$ cat src/rtl/mem_pkg.sv
// Shared definitions for the MEM-stage data memory and its helpers.
// Holds access-size encodings, the clear/ready state type and the word width.
// Imported by data_memory_ctrl and mem_load_align.
package mem_pkg;

  localparam int WORD_W = 32;

  localparam logic [1:0] SZ_BYTE = 2'b00;
  localparam logic [1:0] SZ_HALF = 2'b01;
  localparam logic [1:0] SZ_WORD = 2'b10;

  typedef enum logic {
    ST_CLEAR,
    ST_READY
  } state_t;

endpackage

$ cat src/rtl/mem_load_align.sv
// Load alignment: picks the addressed byte/half/word out of a big-endian word.
// Combinational, zero latency.
// No handshake; the result follows the inputs.
module mem_load_align
  import mem_pkg::*;
(
  input  logic [WORD_W-1:0] i_word,
  input  logic [1:0]        i_off,
  input  logic [1:0]        i_size,
  input  logic              i_unsigned,
  output logic [WORD_W-1:0] o_data
);

  logic [7:0]  byte_v;
  logic [15:0] half_v;

  // Select the lane(s) big-endian style, then right-justify and extend
  always_comb begin
    byte_v = 8'h00;
    case (i_off)
      2'd0:    byte_v = i_word[31:24];
      2'd1:    byte_v = i_word[23:16];
      2'd2:    byte_v = i_word[15:8];
      default: byte_v = i_word[7:0];
    endcase
    // Half offsets are always even, so only bit 1 matters here
    half_v = i_off[1] ? i_word[15:0] : i_word[31:16];

    o_data = '0;
    case (i_size)
      SZ_BYTE: o_data = i_unsigned ? {24'h0, byte_v} : {{24{byte_v[7]}}, byte_v};
      SZ_HALF: o_data = i_unsigned ? {16'h0, half_v} : {{16{half_v[15]}}, half_v};
      SZ_WORD: o_data = i_word;
      default: o_data = '0;
    endcase
  end

endmodule

$ cat src/rtl/data_memory_ctrl.sv
// Byte-addressed big-endian data memory with post-reset clear sequencer and debug read port.
// Loads return one cycle after acceptance; stores commit on the accept edge.
// o_ready is low while clearing; requests then are dropped without any response.
module data_memory_ctrl
  import mem_pkg::*;
#(
  parameter int SIZE      = 16,
  parameter int ADDR_BITS = $clog2(SIZE) + 2,
  parameter int DBG_BITS  = $clog2(SIZE)
) (
  input  logic                 clk,
  input  logic                 rst,
  input  logic [ADDR_BITS-1:0] i_addr,
  input  logic                 i_rd_en,
  input  logic                 i_wr_en,
  input  logic [1:0]           i_size,
  input  logic                 i_unsigned,
  input  logic [WORD_W-1:0]    i_data,
  output logic [WORD_W-1:0]    o_data,
  output logic                 o_valid,
  output logic                 o_err,
  output logic                 o_ready,
  input  logic [DBG_BITS-1:0]  i_dbg_addr,
  output logic [WORD_W-1:0]    o_dbg_data
);

  localparam int                   IDX_BITS   = ADDR_BITS - 2;
  localparam logic [ADDR_BITS:0]   ADDR_LIMIT = (ADDR_BITS + 1)'(4 * SIZE);
  localparam logic [DBG_BITS:0]    DBG_LIMIT  = (DBG_BITS + 1)'(SIZE);
  localparam logic [DBG_BITS-1:0]  LAST_PTR   = DBG_BITS'(SIZE - 1);

  logic [WORD_W-1:0] mem_q [SIZE];

  state_t              state_q,   state_d;
  logic [DBG_BITS-1:0] clr_ptr_q, clr_ptr_d;
  logic                ready_q,   ready_d;
  logic                valid_q,   valid_d;
  logic                err_q,     err_d;
  logic [WORD_W-1:0]   data_q,    data_d;

  logic [IDX_BITS-1:0] idx;
  logic                in_range;
  logic                accept;
  logic                bad;
  logic                load_ok;
  logic                store_ok;
  logic [WORD_W-1:0]   rd_word;
  logic [WORD_W-1:0]   st_word;
  logic [WORD_W-1:0]   ld_data;

  assign idx      = i_addr[ADDR_BITS-1:2];
  assign in_range = {1'b0, i_addr} < ADDR_LIMIT;
  assign rd_word  = in_range ? mem_q[idx] : '0;

  // Request screening: any failed check rejects the whole access
  always_comb begin
    accept   = (state_q == ST_READY) && (i_rd_en || i_wr_en);
    bad      = (i_rd_en && i_wr_en)
            || (i_size == 2'b11)
            || !in_range
            || ((i_size == SZ_HALF) && i_addr[0])
            || ((i_size == SZ_WORD) && (i_addr[1:0] != 2'b00));
    load_ok  = accept && !bad && i_rd_en;
    store_ok = accept && !bad && i_wr_en;
  end

  // Store lane merge: lane k lives in bits [31-8k -: 8], untouched lanes keep old data
  always_comb begin
    st_word = rd_word;
    for (int k = 0; k < 4; k++) begin
      case (i_size)
        SZ_BYTE: if (i_addr[1:0] == 2'(k)) st_word[31-8*k -: 8] = i_data[7:0];
        SZ_HALF: if (i_addr[1] == k[1])
                   st_word[31-8*k -: 8] = k[0] ? i_data[7:0] : i_data[15:8];
        SZ_WORD: st_word[31-8*k -: 8] = i_data[31-8*k -: 8];
        default: ;
      endcase
    end
  end

  mem_load_align u_load_align (
    .i_word     (rd_word),
    .i_off      (i_addr[1:0]),
    .i_size     (i_size),
    .i_unsigned (i_unsigned),
    .o_data     (ld_data)
  );

  // Next-state: clear sweep, then single-cycle request responses
  always_comb begin
    state_d   = state_q;
    clr_ptr_d = clr_ptr_q;
    ready_d   = ready_q;
    valid_d   = 1'b0;
    err_d     = 1'b0;
    data_d    = data_q;
    case (state_q)
      ST_CLEAR: begin
        clr_ptr_d = clr_ptr_q + 1'b1;
        if (clr_ptr_q == LAST_PTR) begin
          state_d   = ST_READY;
          ready_d   = 1'b1;
          clr_ptr_d = '0;
        end
      end
      default: begin
        valid_d = load_ok;
        err_d   = accept && bad;
        if (load_ok) data_d = ld_data;
      end
    endcase
  end

  // Control and output registers; reset restarts the clear sweep from word 0
  always_ff @(posedge clk or negedge rst) begin
    if (!rst) begin
      state_q   <= ST_CLEAR;
      clr_ptr_q <= '0;
      ready_q   <= 1'b0;
      valid_q   <= 1'b0;
      err_q     <= 1'b0;
      data_q    <= '0;
    end else begin
      state_q   <= state_d;
      clr_ptr_q <= clr_ptr_d;
      ready_q   <= ready_d;
      valid_q   <= valid_d;
      err_q     <= err_d;
      data_q    <= data_d;
    end
  end

  // Storage array: clear writes take priority, stores only land in READY
  always_ff @(posedge clk) begin
    if (state_q == ST_CLEAR) begin
      mem_q[clr_ptr_q] <= '0;
    end else if (store_ok) begin
      mem_q[idx] <= st_word;
    end
  end

  assign o_data     = data_q;
  assign o_valid    = valid_q;
  assign o_err      = err_q;
  assign o_ready    = ready_q;
  assign o_dbg_data = ({1'b0, i_dbg_addr} < DBG_LIMIT) ? mem_q[i_dbg_addr] : '0;

endmodule

$ cat config.mk
export PLATFORM = sky130hd
export DESIGN_NAME = data_memory_ctrl
export DESIGN_NICKNAME = d
export VERILOG_FILES = /design/src/rtl/mem_pkg.sv /design/src/rtl/mem_load_align.sv /design/src/rtl/data_memory_ctrl.sv
export SDC_FILE = /design/constraint.sdc
export NUM_CORES = 1
export LEC_CHECK = 0
export CORE_MARGIN = 2
export CORE_UTILIZATION = 35
export DETAILED_ROUTE_END_ITERATION = 16
export PLACE_DENSITY = 0.55
export SLEW_MARGIN = 15
export SYNTH_ARGS = -nofsm -noshare
export SYNTH_HDL_FRONTEND = slang
export SYNTH_SLANG_ARGS = --single-unit
$ cat constraint.sdc
create_clock -name clk -period 5.3 [get_ports clk]
set_clock_uncertainty 0.15 [all_clocks]
set_input_delay 1.06 -clock clk [delete_from_list [all_inputs] [get_ports clk]]
set_output_delay 1.06 -clock clk [all_outputs]
set_load 0.03 [all_outputs]
==> results.sh, run 1 <==
export IMPL_outcome="finished, final reports clean"
export IMPL_pwr_share_clk_pct=38.9
export IMPL_clock_sink_count=552
export IMPL_r2r_cells=7
export IMPL_crit_path_max_fanout=32
export IMPL_hold_buffers=0
export IMPL_tns_ps=0
export IMPL_synth_cell_types=54
export IMPL_die_h_um=282
export IMPL_area_growth_pct=17.6
export IMPL_grtUsageTotal_pct=22.3
export IMPL_endpoint_kind="primary output"
export IMPL_h_tree_depth=2
export IMPL_post_route_min_period_ps=4600
export IMPL_cp_data_required_time_ps=4090
export IMPL_multi_input_area_um2=10200
export IMPL_io_pins=116
export IMPL_grt_pass1_wl_um=124000
export IMPL_drive_gt1_share_pct=30.9
export IMPL_critical_path_top_delay_family="buffers and inverters"
export IMPL_finalHoldViolCount=0
export IMPL_critPathMostFrequentCell="mux4_2"
export IMPL_arrival_ps=3390
export IMPL_portBuffers=115
export IMPL_clkTransAtPathRegs_ps=60
export IMPL_critPathMaxStageDelay_ps=620
export IMPL_r2r_end="mem_q[8][12]$_DFFE_PP_"
export IMPL_final_setup_viol_count=0
export IMPL_clk_path_buf_depth=3
export IMPL_register_area_um2=16400
export IMPL_p_leak_nw=10.4
export IMPL_nets=1740
export IMPL_avgSynthCellArea_um2=17.5
export IMPL_max_cap_violations=0
export IMPL_rows=101
export IMPL_cp_start_kind="primary input"
export IMPL_pwr_share_seq_pct=47.7
export IMPL_r2r_start="mem_q[10][12]$_DFFE_PP_"
export IMPL_start_util_pct=35.4
export IMPL_overflow=0
export IMPL_worstHoldPathType="in -> async"
export IMPL_floorplan_die_area_um2=79400
export IMPL_synthArstFlopShare_pct=7.25
export IMPL_finalMaxSlewViolations=0
export IMPL_worst_path_buf_inv=3
export IMPL_die_w_um=282
export IMPL_max_freq_ghz=0.218
export IMPL_cp_cell_sequence="clkbuf_8 -> buf_12 -> mux4_2 -> mux4_2 -> clkdlybuf4s50_1"
export IMPL_timing_final_crit_share_pct=86.7
export IMPL_post_cts_buffers=0
export IMPL_p_comb_share_pct=13.3
export IMPL_synth_edf_count=512
export IMPL_max_slew_margin_pct=25.3
export IMPL_yosysWarnings=0
export IMPL_drtIter0Drc=2274
export IMPL_slowest_stage="clkdlybuf4s50_1"
export IMPL_grt_antenna_before_repair=0
export IMPL_grt_pass1_vias=16700
export IMPL_routed_wl_um=88200
export IMPL_fillers=6745
export IMPL_dr_pass1_iters=6
export IMPL_worst_pin_slew_ps=1120
export IMPL_swShare_pct=25.2
export IMPL_synthCells=1540
export IMPL_cts_root_buf="clkbuf_16"
export IMPL_antennaDiodeCount=0
export IMPL_cts_tree="yes"
export IMPL_internal_power_mw=7.69
export IMPL_ys_ff_latch=552
export IMPL_dpl_hpwl_um=57900
export IMPL_rsz0062_at_grt="false"
export IMPL_p_sw_mw=2.59
export IMPL_synth_flop_cell="edfxtp_1"
export IMPL_reg2reg_slack_ps=2150
export IMPL_worst_path_stages=5
export IMPL_core_area_um2=76200
export IMPL_wl_per_cell_um=31.9
export IMPL_ys_seq_area_share_pct=60.6
export IMPL_instances_no_fill=2767
export IMPL_postRouteAntennaNets=0
export IMPL_via_count=16800
export IMPL_synth_fp_nets=1590
export IMPL_placed_cells=2658
export IMPL_drc_errors=0
export IMPL_ir_drop_uv=249
export IMPL_crit_type="in -> out"
export IMPL_numCtsBuffers=60
export IMPL_cts_resized=0
export IMPL_synthesis_area_um2=27000
export IMPL_power_density_nw_per_um2=324
export IMPL_grt_max_degree=57
export IMPL_place_congestion=0.935
export IMPL_clock_latency_ps=630
export IMPL_viasPerCell=6.09
## state kept, by name (all words and copies together) (netlist names)
| signal | count |
|---|---|
| clr_ptr_q | 4 |
| mem_q | 512 |
| o_data | 32 |
| o_err | 1 |
| o_ready | 1 |
| o_valid | 1 |
| state_q | 1 |
## cells in the final DEF (no fill, tap or decap), types with 8 or more instances in the layout
master / Yosys / routed
nor2b_1: 13 / 13
clkinv_2: 0 / 11
mux4_2: 268 / 268
o21ai_0: 44 / 44
o211ai_2: 10 / 10
edfxtp_1: 512 / 512
o21bai_1: 9 / 9
clkbuf_1: 59 / 14
buf_4: 1 / 79
nor2_4: 1 / 17
clkbuf_16: 0 / 61
mux2_2: 41 / 41
a21oi_1: 43 / 43
nor3_1: 11 / 11
a31oi_1: 11 / 8
a32oi_1: 22 / 22
o22a_1: 8 / 8
buf_12: 0 / 17
mux2i_1: 74 / 74
o211ai_1: 20 / 20
o21ai_1: 29 / 28
nor2_1: 79 / 63
a211oi_1: 15 / 15
clkinv_1: 1 / 13
clkdlybuf4s50_1: 0 / 103
dfrtp_1: 40 / 40
a22oi_1: 24 / 24
nand2_1: 75 / 75
## worst max path at each step
stage	start	to	slack [ps]
2_1_floorplan	i_size[0]	mem_q[13][0]$_DFFE_PP_	870
3_3_place_gp	i_dbg_addr[0]	o_dbg_data[21]	650
3_5_place_dp	i_addr[5]	mem_q[13][12]$_DFFE_PP_	630
4_1_cts	i_dbg_addr[0]	o_dbg_data[21]	650
5_1_grt	i_dbg_addr[0]	o_dbg_data[20]	610
6_report	i_dbg_addr[0]	o_dbg_data[25]	700
## layout make-up
class / count / area share (%)
timing repair buffer: 208 / 6.41
multi-input combinational: 861 / 32.1
clock buffer: 75 / 4.97
sequential: 552 / 51.5
inverter: 7 / 0.0827
clock inverter: 34 / 0.863
tap: 1030 / 4.06
## synthesized netlist by cell type, drive strengths merged (2+ instances only)
master | count | share of area (%)
o221a | 8 | 0.33
a21oi | 43 | 0.80
nor3 | 11 | 0.20
nor3b | 3 | 0.10
nand3b | 7 | 0.19
a31oi | 11 | 0.25
or4 | 2 | 0.056
a22o | 6 | 0.19
mux2i | 74 | 2.7
mux2 | 41 | 1.7
nand2 | 75 | 1.0
nand2b | 6 | 0.14
clkbuf | 59 | 0.82
and2 | 3 | 0.069
buf | 61 | 1.3
nand3 | 7 | 0.13
a31o | 2 | 0.065
o21ai | 73 | 1.4
a22oi | 24 | 0.67
edfxtp | 512 | 57
inv | 6 | 0.083
dfrtp | 40 | 3.7
o22a | 8 | 0.26
nor2b | 13 | 0.30
o211ai | 31 | 1.1
a32oi | 22 | 0.71
a221oi | 7 | 0.23
mux4 | 268 | 22
o21bai | 9 | 0.25
a211oi | 15 | 0.42
nor2 | 80 | 1.1
a21o | 2 | 0.060
## through the flow
stage	util [%]	hold WS, ps	worst slack [ps]	total power, mW	cell area (um^2)
after detailed placement	39.2	332	633	6.36	29900
after global routing	41.7	313	612	10.6	31800
after global placement	39.2	336	655	6.35	29900
after floorplan	-	369	865	5.78	27000
after CTS	41.7	345	649	10.3	31700
final	41.7	302	704	10.3	31800
## power by group through the flow
stage          Combinational [mW]  Sequential, mW  Clock (mW)
6_report                     1.37            4.90        4.00
5_1_grt                      1.44            4.91        4.24
4_1_cts                      1.37            4.90        4.07
3_5_place_dp                 1.37            4.99           0
3_3_place_gp                 1.36            4.99           0
2_1_floorplan               0.711            5.07           0
## layer usage
metal | GRT usage [%] | share of wire, % | up-vias | wire length [um]
met2 | 35.7 | 47 | 847 | 41700
met1 | 31.5 | 41 | 9040 | 36600
li1 | - | - | 6807 | -
met4 | 6.06 | 2.8 | 0 | 2460
met3 | 3.93 | 8.4 | 154 | 7450
met5 | 0 | 0 | - | 0
## cell families (layout without fill, tap and decap cells)
family,Yosys count,after routing,share of synthesized area [%]
compound gates,265,265,6.84
xor+xnor,1,1,0.0324
fa+ha+maj,1,1,0.0463
buf+inv,127,324,2.18
flops,552,552,60.6
mux,383,383,26.8
simple gates,211,211,3.47
No activity file was read; power rests on OpenSTA's default activity.
==> run 2, diff against run 1 <==
Settings changed: ABC_CLOCK_PERIOD_IN_PS from default to 5300, CTS_BUF_LIST from default to sky130_fd_sc_hd__clkbuf_16.
==> results.sh, run 2 (same netlist as run 1, synthesis figures left out) <==
export IMPL_io_pins=116
export IMPL_post_route_min_period_ps=4610
export IMPL_via_count=16800
export IMPL_drc_errors=0
export IMPL_crit_path_max_fanout=32
export IMPL_utilization_pct=41.7
export IMPL_die_h_um=282
export IMPL_top_register="mem_q"
export IMPL_rsz0062_at_grt="false"
export IMPL_cp_cell_sequence="clkbuf_8 -> buf_12 -> mux4_2 -> mux4_2 -> clkdlybuf4s50_1"
export IMPL_grt_max_degree=57
export IMPL_viasPerCell=6.07
export IMPL_floorplan_die_area_um2=79400
export IMPL_dr_pass1_iters=6
export IMPL_placed_cell_area_um2=29900
export IMPL_cts_root_buf="clkbuf_16"
export IMPL_endpoint_kind="primary output"
export IMPL_postRouteAntennaNets=0
export IMPL_core_area_um2=76200
export IMPL_cp_start_kind="primary input"
export IMPL_fin_area_um2=31800
export IMPL_clkTransAtPathRegs_ps=60
export IMPL_largest_reg_flops=512
export IMPL_start_util_pct=35.4
export IMPL_grt_pass1_wl_um=124000
export IMPL_antennaDiodeCount=0
export IMPL_post_cts_buffers=0
export IMPL_max_cap_violations=0
export IMPL_critPathMaxStageDelay_ps=630
export IMPL_overflow=0
export IMPL_max_slew_margin_pct=26.2
export IMPL_clock_latency_ps=630
export IMPL_power_density_nw_per_um2=323
export IMPL_die_w_um=282
export IMPL_cts_resized=0
export IMPL_place_congestion=0.935
export IMPL_layout_commonest_cell="edfxtp_1"
export IMPL_hold_buffers=0
export IMPL_grtUsageTotal_pct=22.3
export IMPL_slowest_stage="clkdlybuf4s50_1"
export IMPL_routed_wl_um=88300
export IMPL_nets=1740
export IMPL_ir_drop_uv=250
export IMPL_grt_pass1_vias=16700
export IMPL_critPathMostFrequentCell="mux4_2"
export IMPL_numCtsBuffers=60
export IMPL_final_setup_viol_count=0
export IMPL_tns_ps=0
export IMPL_finalMaxSlewViolations=0
export IMPL_worst_pin_slew_ps=1100
export IMPL_drtIter0Drc=2299
export IMPL_crit_type="in -> out"
export IMPL_final_cell_mix="512 x edfxtp_1, 268 x mux4_2, 103 x clkdlybuf4s50_1, 79 x buf_4, 75 x nand2_1"
export IMPL_p_leak_nw=10.4
export IMPL_cp_data_required_time_ps=4090
export IMPL_timing_final_crit_share_pct=87.0
export IMPL_drive_gt1_share_pct=30.9
export IMPL_area_growth_pct=17.6
export IMPL_cts_tree="yes"
export IMPL_hold_ws_ps=302
export IMPL_dpl_hpwl_um=57900
export IMPL_fillers=6745
export IMPL_critical_path_top_delay_family="buffers and inverters"
export IMPL_worst_path_buf_inv=3
export IMPL_clk_path_buf_depth=3
export IMPL_max_freq_ghz=0.217
export IMPL_arrival_ps=3400
export IMPL_portBuffers=115
export IMPL_finalHoldViolCount=0
export IMPL_wl_per_cell_um=31.9
export IMPL_outcome="finished, final reports clean"
export IMPL_clock_sink_count=552
export IMPL_h_tree_depth=2
export IMPL_grt_antenna_before_repair=0
export IMPL_worstHoldPathType="in -> async"
export IMPL_rows=101
[run 2: changes by cell type in the layout (fill, tap and decap cells not counted), sizes merged]
cell | previous run | this run
inv | 7 | 21
clkbuf | 76 | 62
[run 2: area by class of cell]
cell class	count	area [um^2]	area share [%]
flip-flops and latches	552	16400	51.5
multi-input cells	861	10200	32.1
repair buffers	208	2040	6.41
clock buffers	61	1530	4.81
well taps	1030	1290	4.06
clock inverters	48	327	1.03
inverters	7	26.3	0.0827
[run 2: per-layer routing]
metal	GRT usage (%)	up-vias	share of wire [%]
met5	0	-	0
met4	6.06	0	2.7
met3	3.93	134	8.8
met2	35.7	866	47
met1	31.5	8985	41
li1	-	6806	-
[run 2: report_power, final]
group	internal, mW	total [mW]	switching, mW
sequential	4.84	4.90	0.0640
clock	2.26	3.98	1.72
combinational	0.554	1.37	0.818
total	7.66	10.3	2.60
[run 2: path summary, 6_finish.rpt]
check,start,to,slack (ps),cells after the start
setup / recovery,i_dbg_addr[0],o_dbg_data[21],690,5
hold / removal,rst,o_data[29]$_DFFE_PN0P_,300,1
setup reg to reg,mem_q[10][12]$_DFFE_PP_,mem_q[8][12]$_DFFE_PP_,2150,7
hold reg to reg,o_data[7]$_DFFE_PN0P_,o_data[7]$_DFFE_PN0P_,340,2
max in group asynchronous,rst,o_data[26]$_DFFE_PN0P_,4240,1
min in group clk,o_data[7]$_DFFE_PN0P_,o_data[7]$_DFFE_PN0P_,340,2
[run 2: stage by stage]
step,setup WS [ps],instances,total power [mW]
after floorplan,865,1540,5.78
after global placement,655,2658,6.35
after detailed placement,633,2658,6.36
after CTS,649,2767,10.3
after global routing,612,2767,10.6
final,688,2767,10.3
[run 2: worst reg2reg max path, stage by stage (launching register included)]
cell	delay (ps)
edfxtp_1	340
mux2i_1	80
a22oi_1	210
o21ai_0	130
o21ai_1	800
mux2_2	300
a221oi_1	110
nor2_1	710
